### src/rtl/fetch_pkg.sv
// Shared types and default sizes for the instruction fetch stage.
package fetch_pkg;

  localparam int ADDR_W_DEF     = 32;
  localparam int INST_W_DEF     = 32;
  localparam int FIFO_DEPTH_DEF = 4;

  typedef enum logic [1:0] {
    IDLE  = 2'd0,
    RUN   = 2'd1,
    FLUSH = 2'd2
  } fetch_state_t;

  typedef struct packed {
    logic [ADDR_W_DEF-1:0] pc;
    logic [INST_W_DEF-1:0] inst;
  } fetch_entry_t;

endpackage

### src/rtl/fetch_if.sv
// Fetch-stage bus bundle: imem request/response, redirect, and decode handoff.
interface fetch_if import fetch_pkg::*; #(
  parameter int ADDR_W = ADDR_W_DEF,
  parameter int INST_W = INST_W_DEF
);
  logic              imem_req_valid;
  logic              imem_req_ready;
  logic [ADDR_W-1:0] imem_req_addr;
  logic              imem_rsp_valid;
  logic [INST_W-1:0] imem_rsp_data;
  logic              redirect_valid;
  logic [ADDR_W-1:0] redirect_pc;
  logic              inst_valid;
  logic              inst_ready;
  logic [INST_W-1:0] inst_data;
  logic [ADDR_W-1:0] inst_pc;

  modport master (
    output imem_req_valid, imem_req_addr, inst_valid, inst_data, inst_pc,
    input  imem_req_ready, imem_rsp_valid, imem_rsp_data, redirect_valid, redirect_pc, inst_ready
  );

  modport slave (
    input  imem_req_valid, imem_req_addr, inst_valid, inst_data, inst_pc,
    output imem_req_ready, imem_rsp_valid, imem_rsp_data, redirect_valid, redirect_pc, inst_ready
  );
endinterface

### src/rtl/fetch_fifo.sv
// Synchronous FIFO with flush; storage is left unreset, only pointers and count are reset.
module fetch_fifo #(
  parameter int DEPTH = 4,
  parameter int WIDTH = 32
) (
  input  logic                       clk,
  input  logic                       rst_n,
  input  logic                       push,
  input  logic [WIDTH-1:0]           push_data,
  input  logic                       pop,
  input  logic                       flush,
  output logic [WIDTH-1:0]           head,
  output logic                       full,
  output logic                       empty,
  output logic [$clog2(DEPTH):0]     count
);
  localparam int PTR_W = $clog2(DEPTH);
  localparam int CNT_W = PTR_W + 1;

  logic [WIDTH-1:0] mem [DEPTH];
  logic [PTR_W-1:0] wr_ptr;
  logic [PTR_W-1:0] rd_ptr;
  logic             do_push;
  logic             do_pop;

  assign empty   = (count == '0);
  assign full    = (count == CNT_W'(DEPTH));
  assign do_pop  = pop && !empty;
  // A push into a full FIFO is legal when the head leaves in the same cycle.
  assign do_push = push && (!full || do_pop);
  assign head    = mem[rd_ptr];

  always_ff @(posedge clk or negedge rst_n) begin
    if (!rst_n) begin
      wr_ptr <= '0;
      rd_ptr <= '0;
      count  <= '0;
    end else if (flush) begin
      wr_ptr <= '0;
      rd_ptr <= '0;
      count  <= '0;
    end else begin
      if (do_push) wr_ptr <= wr_ptr + PTR_W'(1);
      if (do_pop)  rd_ptr <= rd_ptr + PTR_W'(1);
      count <= count + CNT_W'(do_push) - CNT_W'(do_pop);
    end
  end

  always_ff @(posedge clk) begin
    if (do_push) mem[wr_ptr] <= push_data;
  end
endmodule

### src/rtl/fetch_unit.sv
// Instruction fetch stage: PC, credit-limited imem requests, prefetch buffer, redirect flush.
// Optional FETCH_PERF_CNT_EN adds delivered/redirect counters (perf_fetched, perf_flushes).
module fetch_unit import fetch_pkg::*; #(
  parameter int              ADDR_W     = ADDR_W_DEF,
  parameter int              INST_W     = INST_W_DEF,
  parameter int              FIFO_DEPTH = FIFO_DEPTH_DEF,
  parameter logic [ADDR_W-1:0] RESET_PC = '0,
  parameter int              PC_STEP    = 4
) (
  input  logic        clk,
  input  logic        rst_n,
  fetch_if.master     bus
`ifdef FETCH_PERF_CNT_EN
  ,
  output logic [31:0] perf_fetched,
  output logic [31:0] perf_flushes
`endif
);
  localparam int CNT_W = $clog2(FIFO_DEPTH) + 1;
  localparam int ENT_W = ADDR_W + INST_W;

  fetch_state_t      state, state_nxt;
  logic [ADDR_W-1:0] pc;
  logic [CNT_W-1:0]  drop_cnt;
  logic [CNT_W-1:0]  fifo_cnt;
  logic [CNT_W-1:0]  inflight;
  logic [CNT_W-1:0]  inflight_nxt;
  logic [ADDR_W-1:0] rsp_pc;
  logic [ENT_W-1:0]  head;
  logic              fifo_empty;
  logic              credit;
  logic              req_hs;
  logic              deliver;
  logic              rsp_keep;
  logic              unused_flags;

  // Buffered words plus outstanding requests may never exceed the buffer depth.
  assign credit       = ({1'b0, fifo_cnt} + {1'b0, inflight}) < (CNT_W+1)'(FIFO_DEPTH);
  assign bus.imem_req_valid = (state == RUN) && credit;
  assign bus.imem_req_addr  = pc;
  assign req_hs       = bus.imem_req_valid && bus.imem_req_ready;
  assign deliver      = bus.inst_valid && bus.inst_ready;
  assign rsp_keep     = bus.imem_rsp_valid && (drop_cnt == '0) && !bus.redirect_valid;
  assign inflight_nxt = inflight + CNT_W'(req_hs) - CNT_W'(bus.imem_rsp_valid);

  logic pcq_full, pcq_empty, pf_full;
  assign unused_flags = &{1'b0, pcq_full, pcq_empty, pf_full};

  // PCs of outstanding requests; its occupancy is the in-flight count.
  fetch_fifo #(.DEPTH(FIFO_DEPTH), .WIDTH(ADDR_W)) u_pcq (
    .clk(clk), .rst_n(rst_n),
    .push(req_hs), .push_data(pc),
    .pop(bus.imem_rsp_valid), .flush(1'b0),
    .head(rsp_pc), .full(pcq_full), .empty(pcq_empty), .count(inflight)
  );

  fetch_fifo #(.DEPTH(FIFO_DEPTH), .WIDTH(ENT_W)) u_prefetch (
    .clk(clk), .rst_n(rst_n),
    .push(rsp_keep), .push_data({rsp_pc, bus.imem_rsp_data}),
    .pop(deliver), .flush(bus.redirect_valid),
    .head(head), .full(pf_full), .empty(fifo_empty), .count(fifo_cnt)
  );

  assign bus.inst_valid = !fifo_empty;
  assign bus.inst_data  = fifo_empty ? '0 : head[INST_W-1:0];
  assign bus.inst_pc    = fifo_empty ? '0 : head[ENT_W-1:INST_W];

  always_comb begin
    state_nxt = state;
    case (state)
      IDLE:  state_nxt = RUN;
      RUN:   if (bus.redirect_valid && (inflight_nxt != '0)) state_nxt = FLUSH;
      FLUSH: begin
        if (bus.redirect_valid)
          state_nxt = (inflight_nxt != '0) ? FLUSH : RUN;
        else if ((drop_cnt == '0) || ((drop_cnt == CNT_W'(1)) && bus.imem_rsp_valid))
          state_nxt = RUN;
      end
      default: state_nxt = IDLE;
    endcase
  end

  always_ff @(posedge clk or negedge rst_n) begin
    if (!rst_n) begin
      state    <= IDLE;
      pc       <= RESET_PC;
      drop_cnt <= '0;
    end else begin
      state <= state_nxt;
      if (bus.redirect_valid)  pc <= bus.redirect_pc;
      else if (req_hs)         pc <= pc + ADDR_W'(PC_STEP);
      // Everything still outstanding after a redirect belongs to the old path.
      if (bus.redirect_valid)
        drop_cnt <= inflight_nxt;
      else if (bus.imem_rsp_valid && (drop_cnt != '0))
        drop_cnt <= drop_cnt - CNT_W'(1);
    end
  end

`ifdef FETCH_PERF_CNT_EN
  always_ff @(posedge clk or negedge rst_n) begin
    if (!rst_n) begin
      perf_fetched <= '0;
      perf_flushes <= '0;
    end else begin
      if (deliver)            perf_fetched <= perf_fetched + 32'd1;
      if (bus.redirect_valid) perf_flushes <= perf_flushes + 32'd1;
    end
  end
`endif
endmodule

### src/flat_wrapper.sv
// flat-port wrapper written by rule: the top's interface ports become plain ports
module fetch_unit_flat import fetch_pkg::*;
#(
  parameter int              ADDR_W     = ADDR_W_DEF,
  parameter int              INST_W     = INST_W_DEF,
  parameter int              FIFO_DEPTH = FIFO_DEPTH_DEF,
  parameter logic [ADDR_W-1:0] RESET_PC = '0,
  parameter int              PC_STEP    = 4
)
  (clk, rst_n, bus_imem_req_valid, bus_imem_req_addr, bus_inst_valid, bus_inst_data, bus_inst_pc, bus_imem_req_ready, bus_imem_rsp_valid, bus_imem_rsp_data, bus_redirect_valid, bus_redirect_pc, bus_inst_ready);
  fetch_if #(.ADDR_W(ADDR_W), .INST_W(INST_W)) bus_i ();
  input  logic clk;
  input  logic rst_n;
  output wire logic [$bits(bus_i.imem_req_valid)-1:0] bus_imem_req_valid;
  output wire logic [$bits(bus_i.imem_req_addr)-1:0] bus_imem_req_addr;
  output wire logic [$bits(bus_i.inst_valid)-1:0] bus_inst_valid;
  output wire logic [$bits(bus_i.inst_data)-1:0] bus_inst_data;
  output wire logic [$bits(bus_i.inst_pc)-1:0] bus_inst_pc;
  input wire logic [$bits(bus_i.imem_req_ready)-1:0] bus_imem_req_ready;
  input wire logic [$bits(bus_i.imem_rsp_valid)-1:0] bus_imem_rsp_valid;
  input wire logic [$bits(bus_i.imem_rsp_data)-1:0] bus_imem_rsp_data;
  input wire logic [$bits(bus_i.redirect_valid)-1:0] bus_redirect_valid;
  input wire logic [$bits(bus_i.redirect_pc)-1:0] bus_redirect_pc;
  input wire logic [$bits(bus_i.inst_ready)-1:0] bus_inst_ready;
  assign bus_imem_req_valid = bus_i.imem_req_valid;
  assign bus_imem_req_addr = bus_i.imem_req_addr;
  assign bus_inst_valid = bus_i.inst_valid;
  assign bus_inst_data = bus_i.inst_data;
  assign bus_inst_pc = bus_i.inst_pc;
  assign bus_i.imem_req_ready = bus_imem_req_ready;
  assign bus_i.imem_rsp_valid = bus_imem_rsp_valid;
  assign bus_i.imem_rsp_data = bus_imem_rsp_data;
  assign bus_i.redirect_valid = bus_redirect_valid;
  assign bus_i.redirect_pc = bus_redirect_pc;
  assign bus_i.inst_ready = bus_inst_ready;
  fetch_unit #(.ADDR_W(ADDR_W), .INST_W(INST_W), .FIFO_DEPTH(FIFO_DEPTH), .RESET_PC(RESET_PC), .PC_STEP(PC_STEP)) u_core (.clk(clk), .rst_n(rst_n), .bus(bus_i));
endmodule
### config.mk
export PLATFORM = sky130hd
export DESIGN_NAME = fetch_unit_flat
export DESIGN_NICKNAME = d
export VERILOG_FILES = /design/src/rtl/fetch_pkg.sv /design/src/rtl/fetch_if.sv /design/src/rtl/fetch_fifo.sv /design/src/rtl/fetch_unit.sv /design/src/flat_wrapper.sv
export SDC_FILE = /design/constraint.sdc
export NUM_CORES = 1
export LEC_CHECK = 0
export CAP_MARGIN = 10
export CORE_ASPECT_RATIO = 0.7
export CORE_MARGIN = 3
export CORE_UTILIZATION = 51
export DETAILED_ROUTE_END_ITERATION = 12
export PLACE_DENSITY = 0.75
export SKIP_LAST_GASP = 1
export SYNTH_ARGS = -nofsm -noshare
export SYNTH_HDL_FRONTEND = slang
export SYNTH_SLANG_ARGS = --single-unit
### constraint.sdc
create_clock -name clk -period 2.9 [get_ports clk]
set_input_delay 0.58 -clock clk [delete_from_list [all_inputs] [get_ports clk]]
set_output_delay 0.58 -clock clk [all_outputs]
set_load 0.005 [all_outputs]
==> flow_summary.rst, run 1 <==
.. list-table::
   :header-rows: 1

   * - Metric
     - Value
   * - Result of the run
     - complete, but fails checks
   * - Failing checks
     - setup timing
   * - Post-Route WL
     - 39000 microns
   * - End-of-flow core utilization
     - 66.0%
   * - Class of the tightest hold or removal check
     - input port to asynchronous set/reset pin
   * - Post-Place Cells
     - 1489
   * - HPWL Detailed
     - 22900 microns
   * - Final Instance Count excl. Fillers
     - 1593
   * - Initial standard-cell utilization of the core
     - a little over half
   * - Register area share after synthesis
     - 74.0%
   * - Worst-case setup slack after placement
     - -0.0920 ns
   * - CTS tree
     - built
   * - Drt wl/cell
     - 24.5 microns
   * - Synth area leader
     - edfxtp_1
   * - Most frequent cells after synthesis
     - 384 x edfxtp_1, 96 x mux4_2, 81 x and2_1
   * - Top cell type's share of synthesized area
     - 66.6%
   * - Pin count of the biggest net entering global routing
     - 61
   * - Required time of the critical path
     - 2.32 ns
   * - Ys Warns
     - 0
   * - Post-DRT Antenna Nets
     - 0
   * - Arrival time reported for the critical path endpoint
     - 2.37 ns
   * - Net count after synthesis
     - a little under 1000
   * - Slew at the pin with the worst max-slew slack
     - 0.613 ns
   * - Worst setup path class
     - register to output port
   * - Number of instances in the synthesized netlist
     - approximately 900
   * - Reported leakage power
     - 7.60 nW
   * - Maximum clock path buffer count
     - 3
   * - Hold slack final
     - about 0.052 ns
   * - Number of placed I/O pins
     - ~170
   * - Post-route fraction of the period consumed by the critical path
     - 102%
   * - RSZ-0062 raised after global routing
     - yes
   * - Chip height
     - 160 microns
   * - X dimension of the die
     - 226 microns
   * - Clock transition at the registers of the reported paths
     - 0.07 ns
   * - Most used cell, CP
     - buf_12
   * - Worst Path Max Fanout
     - 6
   * - Delay contributed by the slowest stage of the critical path
     - 0.49 ns
   * - First-pass GRT wire length
     - 57900 microns
   * - Startpoint types
     - register
   * - Number of sinks on the clock net
     - 435
   * - Highest clock frequency the design can meet
     - 339 MHz
   * - #FFs+latches synth
     - 435
   * - Crit. End Element
     - output port
   * - Max-Cap Viols
     - 0
   * - Last weighted congestion value of the routability-driven placer
     - about 0.77
   * - Synthesized area per cell
     - 19.4 sq um
   * - Clock latency on the worst-skew pair
     - about 0.54 ns
   * - Cell area after synthesis
     - 0.0173 sq mm
   * - Cell chosen for the clock root
     - clkbuf_16
   * - Row count
     - 55
   * - Initial antenna violation count
     - 1
   * - Post-detailed-route DRC marker count
     - 0
   * - Number of buffers inserted by hold repair at cts
     - 0
   * - Via Count
     - 9248
   * - All-layer global routing usage
     - 21.4%
   * - Initial DRC count
     - between 1000 and 1500
   * - Worst Clk Skew
     - 0.00989 ns
   * - Avg Vias per Cell
     - 5.81
   * - Synth Flop Type
     - edfxtp_1
   * - Total gr overflow
     - 0
   * - Area of the core
     - 0.0329 sq mm
   * - Series of cell instances along the critical path
     - buf_12 -> buf_12 -> mux4_2 -> and2_1 -> clkdlybuf4s50_1
   * - TritonCTS Buffers
     - 41
   * - Number of setup violations in the final report
     - 18
   * - 1st-pass router iterations
     - 5
   * - Async SR Flop Fraction
     - 11.7%
   * - Die outline area
     - 0.0362 sq mm
   * - Share of layout cells above drive strength 1
     - 25.6%
   * - CTS HTree Levels
     - 2
   * - Vias in the first global route
     - 9537
   * - Worst IR Drop VDD
     - approximately 0.00056 V
   * - Pwr Density
     - 902 mW/mm^2
   * - Synth-to-Final Area Change
     - 25.4%
   * - Final Net Count
     - 1223
   * - Quantity of I/O buffers inserted on ports
     - 167
   * - Setup TNS Final
     - -0.418 ns
   * - Max-slew violation count
     - 0
   * - Post-synth EDFFs
     - about 380
   * - Cell variety after synth
     - 45
   * - Fin worst setup slack
     - -0.0505 ns
   * - Worst max-slew margin expressed relative to the limit
     - 59.1%
   * - Clock period minus final worst setup slack
     - around 3.0 ns
   * - Number of failing hold endpoints at the final stage
     - 0
   * - Highest-delay cell along the critical path
     - dfrtp_4
   * - Top cells by area in the synthesized netlist
     - edfxtp_1 67%, mux4_2 12%, dfrtp_1 7.4%, and2_1 2.9%, ha_1 1.3%
   * - Most common cell in the netlist
     - edfxtp_1
worst paths after layout:
kind | from | end | slack [ns] | depth (start not counted)
min in group clk | u_core.state[0]$_DFFE_PN0P_ | u_core.state[1]$_DFFE_PN0P_ | 0.54 | 1
worst min-delay path | rst_n | u_core.bus.imem_req_addr[6]$_DFFE_PN0N_ | 0.05 | 1
worst min register to register | u_core.state[0]$_DFFE_PN0P_ | u_core.state[1]$_DFFE_PN0P_ | 0.54 | 1
worst max register to register | u_core.u_prefetch.count[1]$_DFF_PN0_ | u_core.state[0]$_DFFE_PN0P_ | 0.08 | 13
max in group asynchronous | rst_n | u_core.bus.imem_req_addr[30]$_DFFE_PN0N_ | 2.16 | 2
worst max-delay path | u_core.u_prefetch.rd_ptr[0]$_DFFE_PN0P_ | bus_inst_pc[3] | -0.05 | 5
placed cells by master, fill, tap and decap left out, types with 3 or more instances in the layout:
cell type,count
clkbuf_1,10
clkbuf_2,16
nand2_1,34
buf_12,18
buf_6,3
edfxtp_1,384
xor2_1,17
and3_1,4
mux4_2,96
dlygate4sd2_1,4
clkinv_1,9
bufinv_16,5
clkinv_2,5
a21oi_1,3
clkdlybuf4s15_1,27
and2_4,27
nor4_1,3
and2_1,54
dfrtp_1,48
mux2_2,5
clkbuf_8,3
or3_1,6
a31oi_1,8
clkdlybuf4s50_1,102
dlymetal6s2s_1,16
buf_16,7
o21ai_0,29
xnor2_1,15
nand4_1,14
nor2_1,16
and4_4,3
nand3_1,14
clkbuf_16,43
buf_4,42
inv_1,13
ha_1,16
flip-flops by register name, indices dropped and copies added (netlist names):
| name | flops |
|---|---|
| u_core.u_pcq.mem | 128 |
| u_core.u_prefetch.count | 3 |
| u_core.u_pcq.count | 3 |
| u_core.u_prefetch.wr_ptr | 2 |
| u_core.bus.imem_req_addr | 32 |
| u_core.u_pcq.wr_ptr | 2 |
| u_core.state | 2 |
| u_core.drop_cnt | 3 |
| u_core.u_prefetch.mem | 256 |
| u_core.u_pcq.rd_ptr | 2 |
| u_core.u_prefetch.rd_ptr | 2 |
logic make-up after synthesis:
family,after synthesis,synth area share [%]
multiplexers,103,12.9
flip-flops,435,74.0
AND/OR/NAND/NOR,193,6.63
adder cells (fa/ha/maj),21,1.65
XOR/XNOR,33,1.67
buffers and inverters,58,1.48
AO/OA/AOI/OAI,50,1.66
stage by stage:
stage	area (sq um)	power [mW]
6_report	21700	19.6
5_1_grt	21700	20.5
4_1_cts	21500	19.1
3_5_place_dp	19800	13.5
3_3_place_gp	19800	13.4
2_1_floorplan	17300	11.0
critical path: cells and delay by family (launching register included):
kind                   cells  cell delay (ns)
multiplexers               1             0.45
AND/OR/NAND/NOR            1             0.18
buffers and inverters      3             0.71
flip-flops                 1             0.49
routing by layer:
layer	up-vias	GRT usage, %	wire length, microns
met5	-	0	0
met1	4818	31.7	16900
met2	376	33.3	18800
met3	37	4.37	2880
met4	0	4.73	454
li1	4017	-	-
where the power goes:
| part | total (mW) | switching, mW | leakage (nW) | internal [mW] |
|---|---|---|---|---|
| clock | 5.37 | 2.22 | 0.661 | 3.14 |
| combinational | 6.25 | 2.86 | 2.87 | 3.39 |
| sequential | 7.96 | 0.318 | 4.07 | 7.64 |
| total | 19.6 | 5.40 | 7.60 | 14.2 |
timing repair:
item,4_1_cts,5_1_grt
buffers inserted,9,11
pin swaps,14,16
setup endpoints to repair,65,59
gates cloned,5,3
resized for setup,86,87
area by class of cell:
type | instances | area, sq um
antenna | 1 | 2.50
tap | 427 | 534
inverter | 15 | 58.8
timing repair buffer | 239 | 2570
clock inverter | 22 | 250
clock buffer | 54 | 1100
sequential | 435 | 12800
fill | 2195 | 11200
multi-input combinational | 400 | 4370
(Power assumes the default switching activity.)
==> run 2, diff against run 1 <==
ABC_AREA = 1   (was default)
CORE_UTILIZATION = 52   (was 51)
PLACE_DENSITY = 0.76   (was 0.75)
==> run 2 against run 1 <==
  * The flow still finishes with violations (setup timing)
  * Clock-buffer cell count rose by 2
  * Sequential share of layout area fell by 2.0 points
  * Combinational power rose by 9.0%
  * Critical path depth rose by 1
  * Sequential power rose by 4.8%
  * Final area rose by 3.6%
  * Hold slack improved by 0.042 ns
  * Die area rose by 3.5%
  * Critical path type unchanged
==> flow_summary.rst, run 2 <==
.. list-table::
   :header-rows: 1

   * - Metric
     - Value
   * - HPWL Detailed
     - 26200 microns (+14%)
   * - Avg Vias per Cell
     - 5.58 (-3.8%)
   * - 1st-pass router iterations
     - 6 (+1)
   * - Worst IR Drop VDD
     - 0.000459 V (-18%)
   * - Register area share after synthesis
     - 70.0% (-3.9 points)
   * - Chip height
     - 163 microns (+1.7%)
   * - Clock latency on the worst-skew pair
     - 0.53 ns (about the same)
   * - Drt wl/cell
     - 19.7 microns (-20%)
   * - Die outline area
     - 0.0375 sq mm (+3.5%)
   * - CTS tree
     - built
   * - Post-synth EDFFs
     - 384 (unchanged)
   * - Total design power
     - 20.4 mW (+4.3%)
   * - Hold slack final
     - 0.0946 ns (+0.0423 ns)
   * - Initial standard-cell utilization of the core
     - 53.7% (+1.1 points)
   * - #FFs+latches synth
     - 435 (unchanged)
   * - Vias in the first global route
     - 12600 (+32%)
   * - Via Count
     - 12800 (+39%)
   * - Max-Cap Viols
     - 0 (unchanged)
   * - Post-detailed-route DRC marker count
     - 0 (unchanged)
   * - Most common cell after layout, fill and taps aside
     - edfxtp_1
   * - Largest Register
     - u_core.u_prefetch.mem
   * - Combinational family with the most area after synthesis
     - simple AND/OR/NAND/NOR gates
   * - Cell area after synthesis
     - 0.0183 sq mm (+5.6%)
   * - Class of the tightest hold or removal check
     - input port to asynchronous set/reset pin
   * - Worst max-slew margin expressed relative to the limit
     - 45.1% (-14 points)
   * - Synth-to-Final Area Change
     - 22.9%
   * - Reported leakage power
     - 8.37 nW (+10%)
   * - TritonCTS Buffers
     - 42 (+2.4%)
   * - Maximum clock path buffer count
     - 3 (unchanged)
   * - Total gr overflow
     - 0 (unchanged)
   * - Synth Flop Type
     - edfxtp_1
   * - Post-synthesis adder-cell area fraction
     - 1.56% (-0.088 points)
   * - Required time of the critical path
     - 2.32 ns (about the same)
   * - Number of buffers inserted by hold repair at cts
     - 0 (unchanged)
   * - Number of instances in the synthesized netlist
     - 1610 (+80%)
   * - Crit. End Element
     - output port
   * - Number of fillers in the final layout
     - 2446 (+11%)
   * - Pin count of the biggest net entering global routing
     - 67 (+9.8%)
   * - Cell chosen for the clock root
     - clkbuf_16
   * - Top cell type's share of synthesized area
     - 63.0% (-3.6 points)
   * - Top cells by area in the synthesized netlist
     - edfxtp_1 63%, nor2_1 7.8%, dfrtp_1 7.0%, o21ai_0 5.6%, nand2_1 4.2%
   * - Footprint of the multi-input gates
     - 0.00492 sq mm (+13%)
   * - Synth area leader
     - edfxtp_1
   * - RSZ-0062 raised after global routing
     - yes
   * - Net count after synthesis
     - 1701 (+73%)
   * - Most common cell in the netlist
     - edfxtp_1
   * - Highest clock frequency the design can meet
     - 333 MHz (-1.7%)
   * - First-pass GRT wire length
     - 70100 microns (+21%)
   * - ANT cells
     - 0 (-1)
   * - Share of the synthesized netlist area taken by xor and xnor gates
     - 0.910% (-0.76 points)
   * - Slew at the pin with the worst max-slew slack
     - 0.819 ns (+0.205 ns)
   * - Post-Route WL
     - 45200 microns (+16%)
   * - Setup TNS Final
     - -1.54 ns (-1.12 ns)
   * - Share of synthesized area spent on multiplexers
     - 0% (-13 points)
   * - Worst setup path class
     - register to output port
   * - Worst Clk Skew
     - 0.0108 ns (+0.000862 ns)
   * - CTS HTree Levels
     - 2 (unchanged)
   * - Result of the run
     - complete, but fails checks
   * - Max-slew violation count
     - 0 (unchanged)
   * - Clock transition at the registers of the reported paths
     - 0.06 ns (about the same)
   * - Initial antenna violation count
     - 0 (-1)
   * - Worst Path Max Fanout
     - 32 (+26)
   * - Post-synthesis share of cell area spent on and, or, nand and nor gates
     - 15.1% (+8.4 points)
   * - Most frequent cells after synthesis
     - 384 x edfxtp_1, 378 x nor2_1, 206 x nand2_1, 206 x o21ai_0
   * - Cell area after layout
     - 0.0225 sq mm (+3.6%)
   * - Number of sinks on the clock net
     - 435 (unchanged)
   * - X dimension of the die
     - 230 microns (+1.7%)
   * - Arrival time reported for the critical path endpoint
     - 2.42 ns (+0.05 ns)
   * - Clock period minus final worst setup slack
     - 3.00 ns (+0.0517 ns)
   * - Cell variety after synth
     - 33 (-27%)
   * - Storage element area
     - 0.0128 sq mm (about the same)
   * - Synthesized area per cell
     - 11.4 sq um (-41%)
   * - Flip-flop count of the largest register after layout
     - 256 (unchanged)
   * - Number of failing hold endpoints at the final stage
     - 0 (unchanged)
   * - Startpoint types
     - register
   * - Cell area reported after detailed placement
     - 0.0207 sq mm (+4.6%)
   * - Post-route fraction of the period consumed by the critical path
     - 104% (+1.8 points)
   * - Ys Warns
     - 0 (unchanged)
   * - Fin worst setup slack
     - -0.102 ns (-0.0517 ns)
   * - Pwr Density
     - 908 mW/mm^2 (+0.70%)
   * - Failing checks
     - setup timing
   * - Share of layout cells above drive strength 1
     - 9.07% (-17 points)
   * - Final Net Count
     - 1892 (+55%)
   * - All-layer global routing usage
     - 23.8% (+2.5 points)
   * - Post-Place Cells
     - 2202 (+48%)
   * - Final Instance Count excl. Fillers
     - 2295 (+44%)
   * - Commonest non-fill, non-tap cells in the layout
     - 384 x edfxtp_1, 369 x nor2_1, 206 x o21ai_0, 206 x nand2_1, 138 x clkdlybuf4s50_1
   * - Area of the core
     - 0.0341 sq mm (+3.5%)
   * - Area fraction in compound gates after synthesis
     - 8.93% (+7.3 points)
   * - Post-DRT Antenna Nets
     - 0 (unchanged)
   * - Last weighted congestion value of the routability-driven placer
     - 0.853 (+11%)
   * - Number of placed I/O pins
     - 168 (unchanged)
   * - Number of setup violations in the final report
     - 30 (+12)
   * - Row count
     - 56 (+1.8%)
   * - Initial DRC count
     - 1503 (+42%)
   * - Async SR Flop Fraction
     - 11.7% (unchanged)
   * - Quantity of I/O buffers inserted on ports
     - 167 (unchanged)
==> run 2: final timing paths <==
path	cells after the start	endpoint	start	slack (ns)
setup / recovery	6	bus_inst_pc[23]	u_core.u_prefetch.rd_ptr[0]$_DFFE_PN0P_	-0.10
hold / removal	1	u_core.bus.imem_req_addr[26]$_DFFE_PN0N_	rst_n	0.09
setup reg to reg	17	u_core.state[0]$_DFFE_PN0P_	u_core.u_prefetch.count[1]$_DFF_PN0_	0.21
hold reg to reg	0	u_core.u_pcq.mem[1][28]$_DFFE_PP_	u_core.bus.imem_req_addr[28]$_DFFE_PN0N_	0.51
max in group asynchronous	2	u_core.bus.imem_req_addr[29]$_DFFE_PN0N_	rst_n	2.08
min in group clk	3	u_core.bus.imem_req_addr[0]$_DFFE_PN0P_	bus_redirect_valid	0.43
==> run 2: power breakdown <==
| part | switching (mW) | leakage, nW | total [mW] | internal (mW) |
|---|---|---|---|---|
| clock | 2.22 | 0.626 | 5.25 | 3.03 |
| combinational | 3.94 | 3.66 | 6.81 | 2.87 |
| sequential | 0.513 | 4.09 | 8.34 | 7.83 |
| total | 6.67 | 8.37 | 20.4 | 13.7 |
==> run 2: worst max-delay path, cell delays in order, from the launching register on <==
cell	delay [ns]
dfrtp_4	0.54
buf_16	0.22
nor2_1	0.07
nor2_1	0.09
o21ai_0	0.09
a21oi_1	0.28
clkdlybuf4s50_1	0.57
==> run 2: cell type report <==
type | instances | area share, %
inverter | 71 | 1.21
sequential | 435 | 57.0
clock inverter | 18 | 0.879
timing repair buffer | 229 | 11.5
clock buffer | 56 | 4.91
tap | 464 | 2.58
multi-input combinational | 1022 | 21.9
==> run 2: logic make-up after synthesis <==
group	after synthesis
xor gates and xnor gates	19
and+or+nand+nor	667
buffers and inverters	153
AOI/OAI and AO/OA	315
adders and majority gates	21
DFF	435
==> run 2: routing by layer <==
layer | track usage, % | vias to the layer above | share of wire, %
met2 | 39.1 | 560 | 48
met5 | 0 | - | 0
li1 | - | 5962 | -
met1 | 33.5 | 6212 | 42
met3 | 3.58 | 82 | 7.5
met4 | 6.91 | 0 | 2.3
==> run 2: through the flow <==
step           setup WS (ns)  util, %
6_report              -0.102     66.0
5_1_grt               -0.212     66.0
4_1_cts              -0.0961     65.6
3_5_place_dp           0.191     60.9
2_1_floorplan         -0.324        -
3_3_place_gp           0.216     60.9
==> run 2: timing repair <==
| action | 4_1_cts | 5_1_grt |
|---|---|---|
| gates resized for setup | 30 | 22 |
| pin swaps | 11 | 19 |
| setup endpoints to repair | 58 | 54 |
| buffers inserted | 5 | 7 |
| gates cloned | 6 | 2 |
==> run 3, diff against run 2 <==
==> constraint.sdc (replaced) <==
create_clock -name clk -period 2.9 [get_ports clk]
set_input_delay 0.29 -clock clk [delete_from_list [all_inputs] [get_ports clk]]
set_output_delay 0.29 -clock clk [all_outputs]
set_load 0.005 [all_outputs]
==> run 3 against run 2 <==
  * The flow now finishes without violations
  * Flip-flop and latch count unchanged
  * Hold slack better by 0.053 ns
  * Core utilization down 1.6 points
  * Global-route usage down 1.9 points
  * Non-clock buffer count down 25
==> flow_summary.rst, run 3 (synthesis results as in run 2) <==
.. list-table::
   :header-rows: 1

   * - Metric
     - Value
   * - Total design power
     - 19.5 mW (-4.3%)
   * - Share of layout cells above drive strength 1
     - 7.10% (-2.0 points)
   * - Last weighted congestion value of the routability-driven placer
     - 0.841 (-1.4%)
   * - Clock period minus final worst setup slack
     - 2.76 ns (-0.241 ns)
   * - Commonest non-fill, non-tap cells in the layout
     - 384 x edfxtp_1, 369 x nor2_1, 206 x o21ai_0, 206 x nand2_1, 165 x clkdlybuf4s50_1
   * - Cell chosen for the clock root
     - clkbuf_16
   * - CP bufs+invs
     - 3 (+1)
   * - Cell area reported after detailed placement
     - 0.0207 sq mm (-0.39%)
   * - Class of the tightest hold or removal check
     - input port to register
   * - Proportion of total power due to net switching
     - 32.1% (-0.62 points)
   * - Initial antenna violation count
     - 0 (unchanged)
   * - Quantity of I/O buffers inserted on ports
     - 167 (unchanged)
   * - Number of setup violations in the final report
     - 0 (-100%)
   * - Area of the core
     - 0.0341 sq mm (unchanged)
   * - Avg Vias per Cell
     - 5.42 (-3.0%)
   * - Final Net Count
     - 1866 (-1.4%)
   * - Switching power summed over all nets
     - 6.27 mW (-6.1%)
   * - HPWL Detailed
     - 24500 microns (-6.7%)
   * - Clock group share of total power
     - 26.0% (+0.3 points)
   * - CTS tree
     - built
   * - Reported leakage power
     - 7.87 nW (-6.0%)
   * - Crit. End Element
     - output port
   * - Largest Register
     - u_core.u_prefetch.mem
   * - Pin count of the biggest net entering global routing
     - 71 (+6.0%)
   * - Vias in the first global route
     - 11900 (-5.8%)
   * - All-layer global routing usage
     - 22.0% (-1.9 points)
   * - Most common cell after layout, fill and taps aside
     - edfxtp_1
   * - Share of total power in combinational logic
     - 31.3% (-2.1 points)
   * - Flip-flop count of the largest register after layout
     - 256 (unchanged)
   * - Number of placed I/O pins
     - 168 (unchanged)
   * - Maximum clock path buffer count
     - 3 (unchanged)
   * - CTS HTree Levels
     - 2 (unchanged)
   * - Cell family contributing the most delay on the critical path
     - buffers and inverters
   * - Arrival time reported for the critical path endpoint
     - 2.47 ns (+0.05 ns)
   * - Post-detailed-route DRC marker count
     - 0 (unchanged)
   * - Die outline area
     - 0.0375 sq mm (unchanged)
   * - Number of sinks on the clock net
     - 435 (unchanged)
   * - Clock transition at the registers of the reported paths
     - 0.06 ns (about the same)
   * - Pwr Density
     - 890 mW/mm^2 (-2.0%)
   * - Row count
     - 56 (unchanged)
   * - Worst-case setup slack after placement
     - 0.317 ns (+0.126 ns)
   * - Delay contributed by the slowest stage of the critical path
     - 0.57 ns (about the same)
   * - Via Count
     - 12300 (-4.2%)
   * - 1st-pass router iterations
     - 7 (+1)
   * - Worst IR Drop VDD
     - 0.000488 V (+6.3%)
   * - Highest-delay cell along the critical path
     - clkdlybuf4s50_1
   * - Max-slew violation count
     - 0 (unchanged)
   * - Initial DRC count
     - 1257 (-16%)
   * - TritonCTS Buffers
     - 41 (-2.4%)
   * - ANT cells
     - 0 (unchanged)
   * - Initial standard-cell utilization of the core
     - 53.7% (unchanged)
   * - Number of failing hold endpoints at the final stage
     - 0 (unchanged)
   * - Highest clock frequency the design can meet
     - 362 MHz (+8.7%)
   * - Slew at the pin with the worst max-slew slack
     - 0.799 ns (-0.0199 ns)
   * - Post-Route WL
     - 41200 microns (-8.8%)
   * - X dimension of the die
     - 230 microns (unchanged)
   * - Startpoint types
     - register
   * - Total gr overflow
     - 0 (unchanged)
   * - Fin worst setup slack
     - 0.139 ns (+0.241 ns)
   * - RSZ-0062 raised after global routing
     - no
   * - Series of cell instances along the critical path
     - inv_2 -> buf_12 -> nor2_1 -> o21ai_0 -> a21oi_1 -> clkdlybuf4s50_1
   * - Required time of the critical path
     - 2.61 ns (+0.29 ns)
   * - First-pass GRT wire length
     - 64700 microns (-7.7%)
   * - Drt wl/cell
     - 18.2 microns (-7.7%)
   * - Chip height
     - 163 microns (unchanged)
   * - Cell area after layout
     - 0.0219 sq mm (-2.4%)
   * - Worst max-slew margin expressed relative to the limit
     - 46.8% (+1.7 points)
   * - Result of the run
     - finished, final reports clean
   * - Post-route fraction of the period consumed by the critical path
     - 95.2% (-8.3 points)
   * - Proportion of power drawn by flip-flops and latches
     - 42.7% (+1.8 points)
   * - Internal Dissipation
     - 13.3 mW (-3.4%)
   * - Synth-to-Final Area Change
     - 20.0%
   * - Worst Path Max Fanout
     - 23 (-28%)
   * - Max-Cap Viols
     - 0 (unchanged)
   * - Clock latency on the worst-skew pair
     - 0.54 ns (about the same)
   * - Worst Clk Skew
     - 0.0120 ns (+0.00124 ns)
   * - Worst setup path class
     - register to output port
   * - Post-DRT Antenna Nets
     - 0 (unchanged)
==> run 3: changes by cell type in the layout (fill, tap and decap cells not counted), sizes merged <==
cell | before | now
buf | 60 | 38
bufbuf | 2 | 0
bufinv | 4 | 2
clkbuf | 58 | 60
clkdlybuf4s50 | 138 | 165
clkinv | 13 | 7
dlygate4sd2 | 11 | 0
dlygate4sd3 | 0 | 1
dlymetal6s2s | 16 | 0
inv | 71 | 72
==> run 3: area by class of cell <==
type | instances | area [sq um]
fill | 2580 | 12100
clock buffer | 60 | 1140
timing repair buffer | 204 | 2150
multi-input combinational | 1022 | 4880
sequential | 435 | 12800
tap | 464 | 581
inverter | 71 | 267
clock inverter | 11 | 110
==> run 3: routing by layer <==
layer	up-vias	routed length [microns]	track usage, %	part of all wire [%]
li1	5887	-	-	-
met1	5936	17600	30.5	43
met2	402	20100	36.5	49
met3	54	2740	3.65	6.7
met4	0	724	5.69	1.8
met5	-	0	0	0
==> run 3: worst reg2reg max path, delay by kind of cell, from the launching register on <==
family	cells	cell delay (ns)
AND/OR/NAND/NOR	10	0.77
adder cells (fa/ha/maj)	4	1.15
buffers and inverters	3	0.18
flip-flops	1	0.42
==> run 3: what timing repair did <==
item,in CTS,in global routing
endpoints found under the hold margin,32,0
resized for setup,1,0
setup endpoints to repair,35,0
hold buffers,1,0
setup buffers,2,0
==> run 3: path summary, 6_finish.rpt <==
check	start	endpoint	slack (ns)	cells past startpoint
worst max-delay path	u_core.u_prefetch.rd_ptr[1]$_DFFE_PN0P_	bus_inst_pc[17]	0.14	6
worst min-delay path	bus_redirect_valid	u_core.bus.imem_req_addr[0]$_DFFE_PN0P_	0.15	3
worst max register to register	u_core.u_pcq.count[2]$_DFF_PN0_	u_core.state[0]$_DFFE_PN0P_	0.29	17
worst min register to register	u_core.drop_cnt[1]$_DFFE_PN0P_	u_core.drop_cnt[1]$_DFFE_PN0P_	0.59	2
max in group asynchronous	rst_n	u_core.state[1]$_DFFE_PN0P_	1.83	3
min in group asynchronous	rst_n	u_core.bus.imem_req_addr[30]$_DFFE_PN0N_	0.37	2
==> run 3: metrics by stage <==
step,hold WS [ns],utilization [%],std cells,setup TNS [ns]
2_1_floorplan,-0.00559,-,1610,-50.14
6_report,0.147,64.4,2267,0
4_1_cts,0.126,64.4,2267,0
3_5_place_dp,0.415,60.7,2193,0
5_1_grt,0.155,64.4,2267,0
3_3_place_gp,0.415,60.7,2193,0
==> run 3: power groups by stage <==
stage,Combinational [mW],Sequential [mW],Clock (mW)
2_1_floorplan,3.30,8.28,0
3_3_place_gp,5.93,8.48,0
3_5_place_dp,6.06,8.50,0
4_1_cts,6.17,8.33,5.18
5_1_grt,6.76,8.40,5.45
6_report,6.11,8.34,5.09
